$ cat src/rtl/sys_arr_pkg.sv
// Shared types and default sizing for the sparse systolic array and its load path.
//   N   : array dimension (rows per weight tile, max rows per input batch)
//   DW  : value width
//   IND : column-index width
//   seq_state_t : load-sequencer FSM states
//   cmd_type_t  : sequencer command type
package sys_arr_pkg;

  localparam int unsigned N   = 4;
  localparam int unsigned DW  = 32;
  localparam int unsigned IND = $clog2(N);

  typedef enum logic [2:0] {
    StIdle,
    StWaitDrain,
    StWload,
    StWaitSpace,
    StIload,
    StIgap,
    StCgap
  } seq_state_t;

  typedef enum logic {
    CMD_WEIGHTS = 1'b0,
    CMD_INPUTS  = 1'b1
  } cmd_type_t;

endpackage

$ cat src/rtl/sat_counter.sv
// Saturating up-counter with synchronous active-low reset.
//   clk_i   : clock
//   rst_ni  : synchronous active-low reset (clears the count)
//   en_i    : count enable, one increment per enabled cycle
//   count_o : current count, sticks at all-ones
module sat_counter #(
  parameter int unsigned CW = 16
) (
  input  logic          clk_i,
  input  logic          rst_ni,
  input  logic          en_i,
  output logic [CW-1:0] count_o
);

  logic [CW-1:0] count_q, count_d;

  always_comb begin
    count_d = count_q;
    if (en_i && (count_q != '1)) begin
      count_d = count_q + CW'(1);
    end
  end

  always_ff @(posedge clk_i) begin
    if (!rst_ni) begin
      count_q <= '0;
    end else begin
      count_q <= count_d;
    end
  end

  assign count_o = count_q;

endmodule

$ cat src/rtl/sys_arr_load_sequencer.sv
// Load sequencer for the sparse systolic array. Takes weight-tile / input-batch commands and an
// upstream row stream, and drives the array's memory-side load port with registered strobes.
//   clk, nRST                : clock, synchronous active-low reset
//   cmd_valid/ready, type, rows : command handshake (type 0 weights, 1 inputs; rows for inputs)
//   row_valid/ready, row_*   : row stream handshake and payload
//   drained, fifo_has_space  : array status gating weight/input loads
//   out_en                   : array output strobe, counted into out_count
//   weight_en, input_en, partial_en, row_in_en, vals_in, inds_in, ends_in,
//   array_in_partials        : array load port (registered)
//   busy                     : FSM not idle
//   out_count                : saturating count of out_en cycles
module sys_arr_load_sequencer #(
  parameter int unsigned N    = sys_arr_pkg::N,
  parameter int unsigned DW   = sys_arr_pkg::DW,
  parameter int unsigned IND  = $clog2(N),
  parameter bit          DBUF = 1'b1,
  parameter int unsigned CW   = 16
) (
  input  logic                  clk,
  input  logic                  nRST,
  input  logic                  cmd_valid,
  output logic                  cmd_ready,
  input  logic                  cmd_type,
  input  logic [$clog2(N):0]    cmd_rows,
  input  logic                  row_valid,
  output logic                  row_ready,
  input  logic [N*DW-1:0]       row_vals,
  input  logic [N*IND-1:0]      row_inds,
  input  logic [N-1:0]          row_ends,
  input  logic [N*DW-1:0]       row_partials,
  input  logic                  drained,
  input  logic                  fifo_has_space,
  input  logic                  out_en,
  output logic                  weight_en,
  output logic                  input_en,
  output logic                  partial_en,
  output logic [$clog2(N)-1:0]  row_in_en,
  output logic [N*DW-1:0]       vals_in,
  output logic [N*IND-1:0]      inds_in,
  output logic [N-1:0]          ends_in,
  output logic [N*DW-1:0]       array_in_partials,
  output logic                  busy,
  output logic [CW-1:0]         out_count
);

  import sys_arr_pkg::*;

  localparam int unsigned CntW = $clog2(N) + 1;
  localparam logic [CntW-1:0] LastRow = CntW'(N - 1);

  seq_state_t            state_q, state_d;
  cmd_type_t             type_q, type_d;
  logic                  wpend_q, wpend_d;
  logic [CntW-1:0]       rows_q, rows_d;
  logic [CntW-1:0]       cnt_q, cnt_d;

  logic                  weight_en_q, weight_en_d;
  logic                  input_en_q, input_en_d;
  logic                  partial_en_q, partial_en_d;
  logic [CntW-2:0]       row_in_en_q, row_in_en_d;
  logic [N*DW-1:0]       vals_q, vals_d;
  logic [N*IND-1:0]      inds_q, inds_d;
  logic [N-1:0]          ends_q, ends_d;
  logic [N*DW-1:0]       partials_q, partials_d;

  logic                  row_fire;

  assign cmd_ready = (state_q == StIdle);
  assign busy      = (state_q != StIdle);
  assign row_ready = (state_q == StWload) || (state_q == StIload);
  assign row_fire  = row_valid && row_ready;

  always_comb begin
    state_d      = state_q;
    type_d       = type_q;
    wpend_d      = wpend_q;
    rows_d       = rows_q;
    cnt_d        = cnt_q;
    weight_en_d  = 1'b0;
    input_en_d   = 1'b0;
    partial_en_d = 1'b0;
    row_in_en_d  = '0;
    vals_d       = '0;
    partials_d   = '0;
    // Index and end flags keep their last issued value between strobes.
    inds_d       = inds_q;
    ends_d       = ends_q;

    unique case (state_q)
      StIdle: begin
        if (cmd_valid) begin
          type_d = cmd_type_t'(cmd_type);
          rows_d = cmd_rows;
          cnt_d  = '0;
          if (cmd_type_t'(cmd_type) == CMD_WEIGHTS) begin
            // Double-buffered weights load immediately; otherwise wait for the array to drain.
            state_d = DBUF ? StWload : StWaitDrain;
          end else if (cmd_rows == '0) begin
            state_d = StCgap;
          end else if (wpend_q) begin
            // A freshly loaded tile is only live once the previous batch has drained.
            state_d = StWaitDrain;
          end else begin
            state_d = StWaitSpace;
          end
        end
      end

      StWaitDrain: begin
        if (drained) begin
          if (type_q == CMD_WEIGHTS) begin
            state_d = StWload;
          end else begin
            state_d = StIload;
            wpend_d = 1'b0;
          end
        end
      end

      StWaitSpace: begin
        if (fifo_has_space) begin
          state_d = StIload;
        end
      end

      StWload: begin
        if (row_fire) begin
          weight_en_d = 1'b1;
          row_in_en_d = cnt_q[CntW-2:0];
          vals_d      = row_vals;
          inds_d      = row_inds;
          ends_d      = row_ends;
          if (cnt_q == LastRow) begin
            cnt_d   = '0;
            state_d = StCgap;
            if (DBUF) begin
              wpend_d = 1'b1;
            end
          end else begin
            cnt_d = cnt_q + CntW'(1);
          end
        end
      end

      StIload: begin
        if (row_fire) begin
          input_en_d = 1'b1;
          vals_d     = row_vals;
          inds_d     = row_inds;
          ends_d     = row_ends;
          // Partials enter only with the first row of the batch.
          if (cnt_q == '0) begin
            partial_en_d = 1'b1;
            partials_d   = row_partials;
          end
          cnt_d   = cnt_q + CntW'(1);
          state_d = StIgap;
        end
      end

      StIgap: begin
        state_d = (cnt_q == rows_q) ? StCgap : StIload;
      end

      StCgap: begin
        state_d = StIdle;
      end

      default: begin
        state_d = StIdle;
      end
    endcase
  end

  always_ff @(posedge clk) begin
    if (!nRST) begin
      state_q      <= StIdle;
      type_q       <= CMD_WEIGHTS;
      wpend_q      <= 1'b0;
      rows_q       <= '0;
      cnt_q        <= '0;
      weight_en_q  <= 1'b0;
      input_en_q   <= 1'b0;
      partial_en_q <= 1'b0;
      row_in_en_q  <= '0;
      vals_q       <= '0;
      inds_q       <= '0;
      ends_q       <= '0;
      partials_q   <= '0;
    end else begin
      state_q      <= state_d;
      type_q       <= type_d;
      wpend_q      <= wpend_d;
      rows_q       <= rows_d;
      cnt_q        <= cnt_d;
      weight_en_q  <= weight_en_d;
      input_en_q   <= input_en_d;
      partial_en_q <= partial_en_d;
      row_in_en_q  <= row_in_en_d;
      vals_q       <= vals_d;
      inds_q       <= inds_d;
      ends_q       <= ends_d;
      partials_q   <= partials_d;
    end
  end

  assign weight_en         = weight_en_q;
  assign input_en          = input_en_q;
  assign partial_en        = partial_en_q;
  assign row_in_en         = row_in_en_q;
  assign vals_in           = vals_q;
  assign inds_in           = inds_q;
  assign ends_in           = ends_q;
  assign array_in_partials = partials_q;

  sat_counter #(
    .CW (CW)
  ) u_out_counter (
    .clk_i   (clk),
    .rst_ni  (nRST),
    .en_i    (out_en),
    .count_o (out_count)
  );

endmodule

$ cat config.mk
export PLATFORM = sky130hd
export DESIGN_NAME = sys_arr_load_sequencer
export DESIGN_NICKNAME = d
export VERILOG_FILES = /design/src/rtl/sys_arr_pkg.sv /design/src/rtl/sat_counter.sv /design/src/rtl/sys_arr_load_sequencer.sv
export SDC_FILE = /design/constraint.sdc
export NUM_CORES = 1
export LEC_CHECK = 0
export CORE_AREA = 5 5 217 219
export DETAILED_ROUTE_END_ITERATION = 8
export DIE_AREA = 0 0 222 224
export PLACE_DENSITY = 0.54
export SKIP_LAST_GASP = 1
export SLEW_MARGIN = 20
export SYNTH_ARGS = -nofsm -noshare
export SYNTH_HDL_FRONTEND = slang
export SYNTH_SLANG_ARGS = --single-unit
$ cat constraint.sdc
create_clock -name clk -period 4.2 [get_ports clk]
set_input_delay 1.26 -clock clk [delete_from_list [all_inputs] [get_ports clk]]
set_output_delay 1.26 -clock clk [all_outputs]
set_load 0.05 [all_outputs]
* Yosys cells after proc, flatten, opt, wreduce, memory -nomap -nowiden *
Cells that the tools add are included.

word-level totals
  input port bits = 279
  word-level logic and storage cells = 76
  register bits after elaboration = 300

cells by class
  eq/ne operators = 15
  $add $sub $neg = 2
  reduce and logical (&&, ||, !) cells = 21
  muxes and demuxes = 24

operators with widths
  cell                   number
  $mux 3                 13
  $pmux 3 s6             1
  $add 16x1->16 const B  1
  $ne 16x16->1 const B   1
  $ne 2x2->1 const B     6
  $eq 3x2->1 const B     3
  $logic_not 3->1        3
  $pmux 3 s3             1
  $reduce_and 3->1       3
  $reduce_and 2->1       4
  $reduce_and 4->1       2
  $eq 3x3->1 const B     2
  $mux 1                 6
  $reduce_and 6->1       1
  $reduce_bool 3->1      2
  $reduce_and 5->1       1
  $mux 2                 2
  $add 3x1->3 const B    1
  $eq 3x1->1 const B     1
  $eq 3x3->1             1
  $logic_and 1x1->1      2
  $ne 2x1->1 const B     1
  $pmux 1 s2             1
  $reduce_bool 2->1      1
  2 further kinds        2

* Logic depth before layout (Yosys ltp) *
  word-level depth = 5
  mapped depth = 7
  gate-level depth less buffers = 7

* Hierarchy *
From an unflattened synthesis, not the netlist that was laid out.

unflattened totals
  cells, all modules = 785
  area, all modules = 9093.7 um^2

by module, submodules not included
  module                  area each (um^2)  cells an instance  instances  seq. area each (um^2)
  sys_arr_load_sequencer  8256.7            688                1          5685.5
  sat_counter             837.1             97                 1          320.3

* Worst setup path before layout *
No wires, ideal clock.

  path kind = reg2out
  start point = reg state_q[1]
  end point = out busy
  cell stages (with the launch flop) = 4
  data required time = 2.940 ns
  path buffers = 1
  setup slack = 0.736 ns
  data arrival time = 2.204 ns
  path through = dfxtp_1 buf_2 nor3_1 inv_1

on the way
  longest elaborated chain between the ends = 1

RTL lines
  element                 line                           RTL
  from (decl)             sys_arr_load_sequencer.sv:51   seq_state_t state_q, state_d;
  from (signal assigned)  sys_arr_load_sequencer.sv:177  state_q <= StIdle;
  from (signal assigned)  sys_arr_load_sequencer.sv:191  state_q <= state_d;
  $reduce_bool 3->1       sys_arr_load_sequencer.sv:69   assign busy = (state_q != StIdle);
  to (decl)               sys_arr_load_sequencer.sv:42   output logic busy,

Every way passes these cells.

* Worst setup path in the final report *
  start point = reg state_q[2]
  end point = out cmd_ready

on the way
  longest elaborated chain between the ends = 1

RTL lines
  element          line                          RTL
  $logic_not 3->1  sys_arr_load_sequencer.sv:68  assign cmd_ready = (state_q == StIdle);
  to (decl)        sys_arr_load_sequencer.sv:22  output logic cmd_ready,

Every way passes these cells.

==> metrics.txt <==
status completed; Max-Cap Viols 0; # fillers 4436; most common cell after layout, fill and taps aside clkdlybuf4s50_1; Syn Inst Count 779; sequential share of power 37.6%; Overall Global Routing Usage 13.0%; CORE AREA 44900 um2; Post-CTS Setup Repair Bufs 0; pin count of the biggest net entering global routing 129; worst slew pin tran 0.703 ns; drc violations 0; Final Cycle Share 89.2%; Area Overhead vs Synth 84.3%; Max Freq 267 MHz; CP required 2.94 ns; Num Clock Sinks 300; Row Count 78; Bufs on Longest Clock Path 3; fin util 37.0%; critical path class reg2out; switching share of total power 30.5%; Netlist cell types 53; Critical Path Start state_q[2]; Placed Instances 1917; DR iter-0 viols 338; Synth area leaders dfxtp_1 67%, and2_1 18%, mux2i_1 2.0%; Post-synth ARST share 0%; Hold Slack 0.463 ns; final slew viol count 0; synthesized flop and latch total 300; R2R setup slack 2.11 ns; reg2reg start state_q[0]; DP HPWL 26700 um; Die H 224 um; Final Cell Area 16600 um2; Post-synth EDFFs 0; Non-Filler Instances 1982; routed wire length 34300 um; VDD IR max 0.356 mV; min-delay src wpend_q; min-delay worst type reg2reg; Sw Pwr 2.57 mW; post-route minimum period 3.75 ns; ys flop type dfxtp_1; initial antenna violation count 4; number of CTS-inserted buffers 36; crit path DAT 2.49 ns; CTS tree built; Final Hold Viols 0; Power Dens Cells 509 nW/um2; Placer Congestion 0.779; syn_area_per_cell 11.6 um2; grt total ovfl 0; path depth of the worst reg2reg path 6; DR pass1 iterations 4; dpl cell area 15400 um2; global-route wire length before repair 49500 um; Slew headroom 53.0%; Via density 3.71; setup_tns 0 ns; leakage dissipation 6.26 nW; CP Capture Point cmd_ready; Die Area 49700 um2; mapped cell area 9000 um2; setup violators final 0; crit-path max FO 13; register area share after synthesis 66.7%; WL/cell 17.3 um; post-cts resize count 0; clock share of power 37.9%; clk_skew 0.0152 ns; Comb power frac 24.5%; clk_lat worst skew 0.53 ns; RSZ-0062 raised after global routing false; most frequent cells in the layout 570 x clkdlybuf4s50_1, 300 x dfxtp_1, 257 x and2_1; Initial Util 20.1%; DRT antenna net count 0; post-synth top area cell dfxtp_1; CP endpoint kind output pin; fin nets 1639; Die W 222 um; Post-CTS Hold Buffers 0; area fraction of the dominant cell type after synthesis 66.7%; H-tree depth 2; Post-Syn Nets 1063; CTS Root Cell clkbuf_16; layout cells sized above 1 5.36%; DR vias 7361; RR Endpoint array_in_partials[58]; vias in the first global route 7467; number of synthesis warnings 0; Startpoint Class flip-flop; clk slew on worst S/H paths 0.06 ns; Ports 571; port bufs 570; internal power 5.87 mW
-- per-layer routing --
metal	global-route usage (%)	vias to the layer above	part of all wire [%]
met3	6.16	48	9.5
met2	22.6	329	50
met4	3.36	0	2.0
met1	14.4	3316	39
li1	-	3668	-
met5	0	-	0
-- synthesized netlist by cell type (all sizes together) (2+ instances only) --
master,n
o21ai,9
nor2b,2
nand2b,4
mux2i,18
or4,8
inv,11
nor2,26
or3,3
nand2,7
and3,2
nor3,4
xor2,3
o31ai,8
clkbuf,29
and4,2
buf,11
ha,5
nand4,7
nand3,9
or4b,2
o21a,2
o22a,2
nand3b,2
and2,258
a21oi,23
dfxtp,300
nor4b,2
nor4,6
-- power by group through the flow --
stage | Sequential [mW] | Combinational (mW) | Clock, mW
floorplan | 3.92 | 0.541 | 0
global placement | 3.23 | 2.08 | 0
detailed placement | 3.24 | 2.08 | 0
CTS | 3.18 | 2.09 | 3.33
global route | 3.20 | 2.17 | 3.45
finish | 3.18 | 2.07 | 3.20
-- flip-flops by register name (all words and copies together), names as in the netlist --
register               cells
array_in_partials        128
vals_in                  128
u_out_counter.count_o     16
inds_in                    8
ends_in                    4
cnt_q                      3
rows_q                     3
state_q                    3
row_in_en                  2
input_en                   1
partial_en                 1
type_q                     1
weight_en                  1
wpend_q                    1
-- cell type report --
class	count	area, um2	area share (%)
tap	600	751	4.52
inverter	12	45.0	0.271
sequential	300	6010	36.2
clock inverter	8	131	0.792
multi-input combinational	427	2770	16.7
timing repair buffer	578	5790	34.9
antenna	2	5.00	0.0302
clock buffer	55	1090	6.59
-- critical path, stage by stage, from the launching register on --
cell and delay, ns:
dfxtp_1 0.45, nor3_1 0.59, clkdlybuf4s50_1 0.93
-- worst min-delay path by stage --
stage          endpoint  slack, ns  cells after the start
6_report        wpend_q       0.46                      2
5_1_grt         wpend_q       0.50                      2
4_1_cts         wpend_q       0.47                      2
3_5_place_dp    wpend_q       0.46                      2
3_3_place_gp    wpend_q       0.46                      2
2_1_floorplan   wpend_q       0.44                      2
-- cell families (layout without fill, tap and decap cells) --
group	Yosys count	after routing	synth area share, %
flops	300	300	66.7
fa+ha+maj	5	5	0.695
buf+inv	52	653	2.65
simple gates	348	348	24.0
xor+xnor	4	4	0.389
other cells	0	2	0
mux	18	18	2.00
compound gates	52	52	3.58
-- per-stage QoR --
stage          setup slack, ns  total power [mW]
3_5_place_dp             0.777              5.32
2_1_floorplan            0.736              4.47
5_1_grt                  0.283              8.82
3_3_place_gp             0.862              5.31
6_report                 0.452              8.44
4_1_cts                  0.369              8.61
No activity file was read; power rests on OpenSTA's default activity.
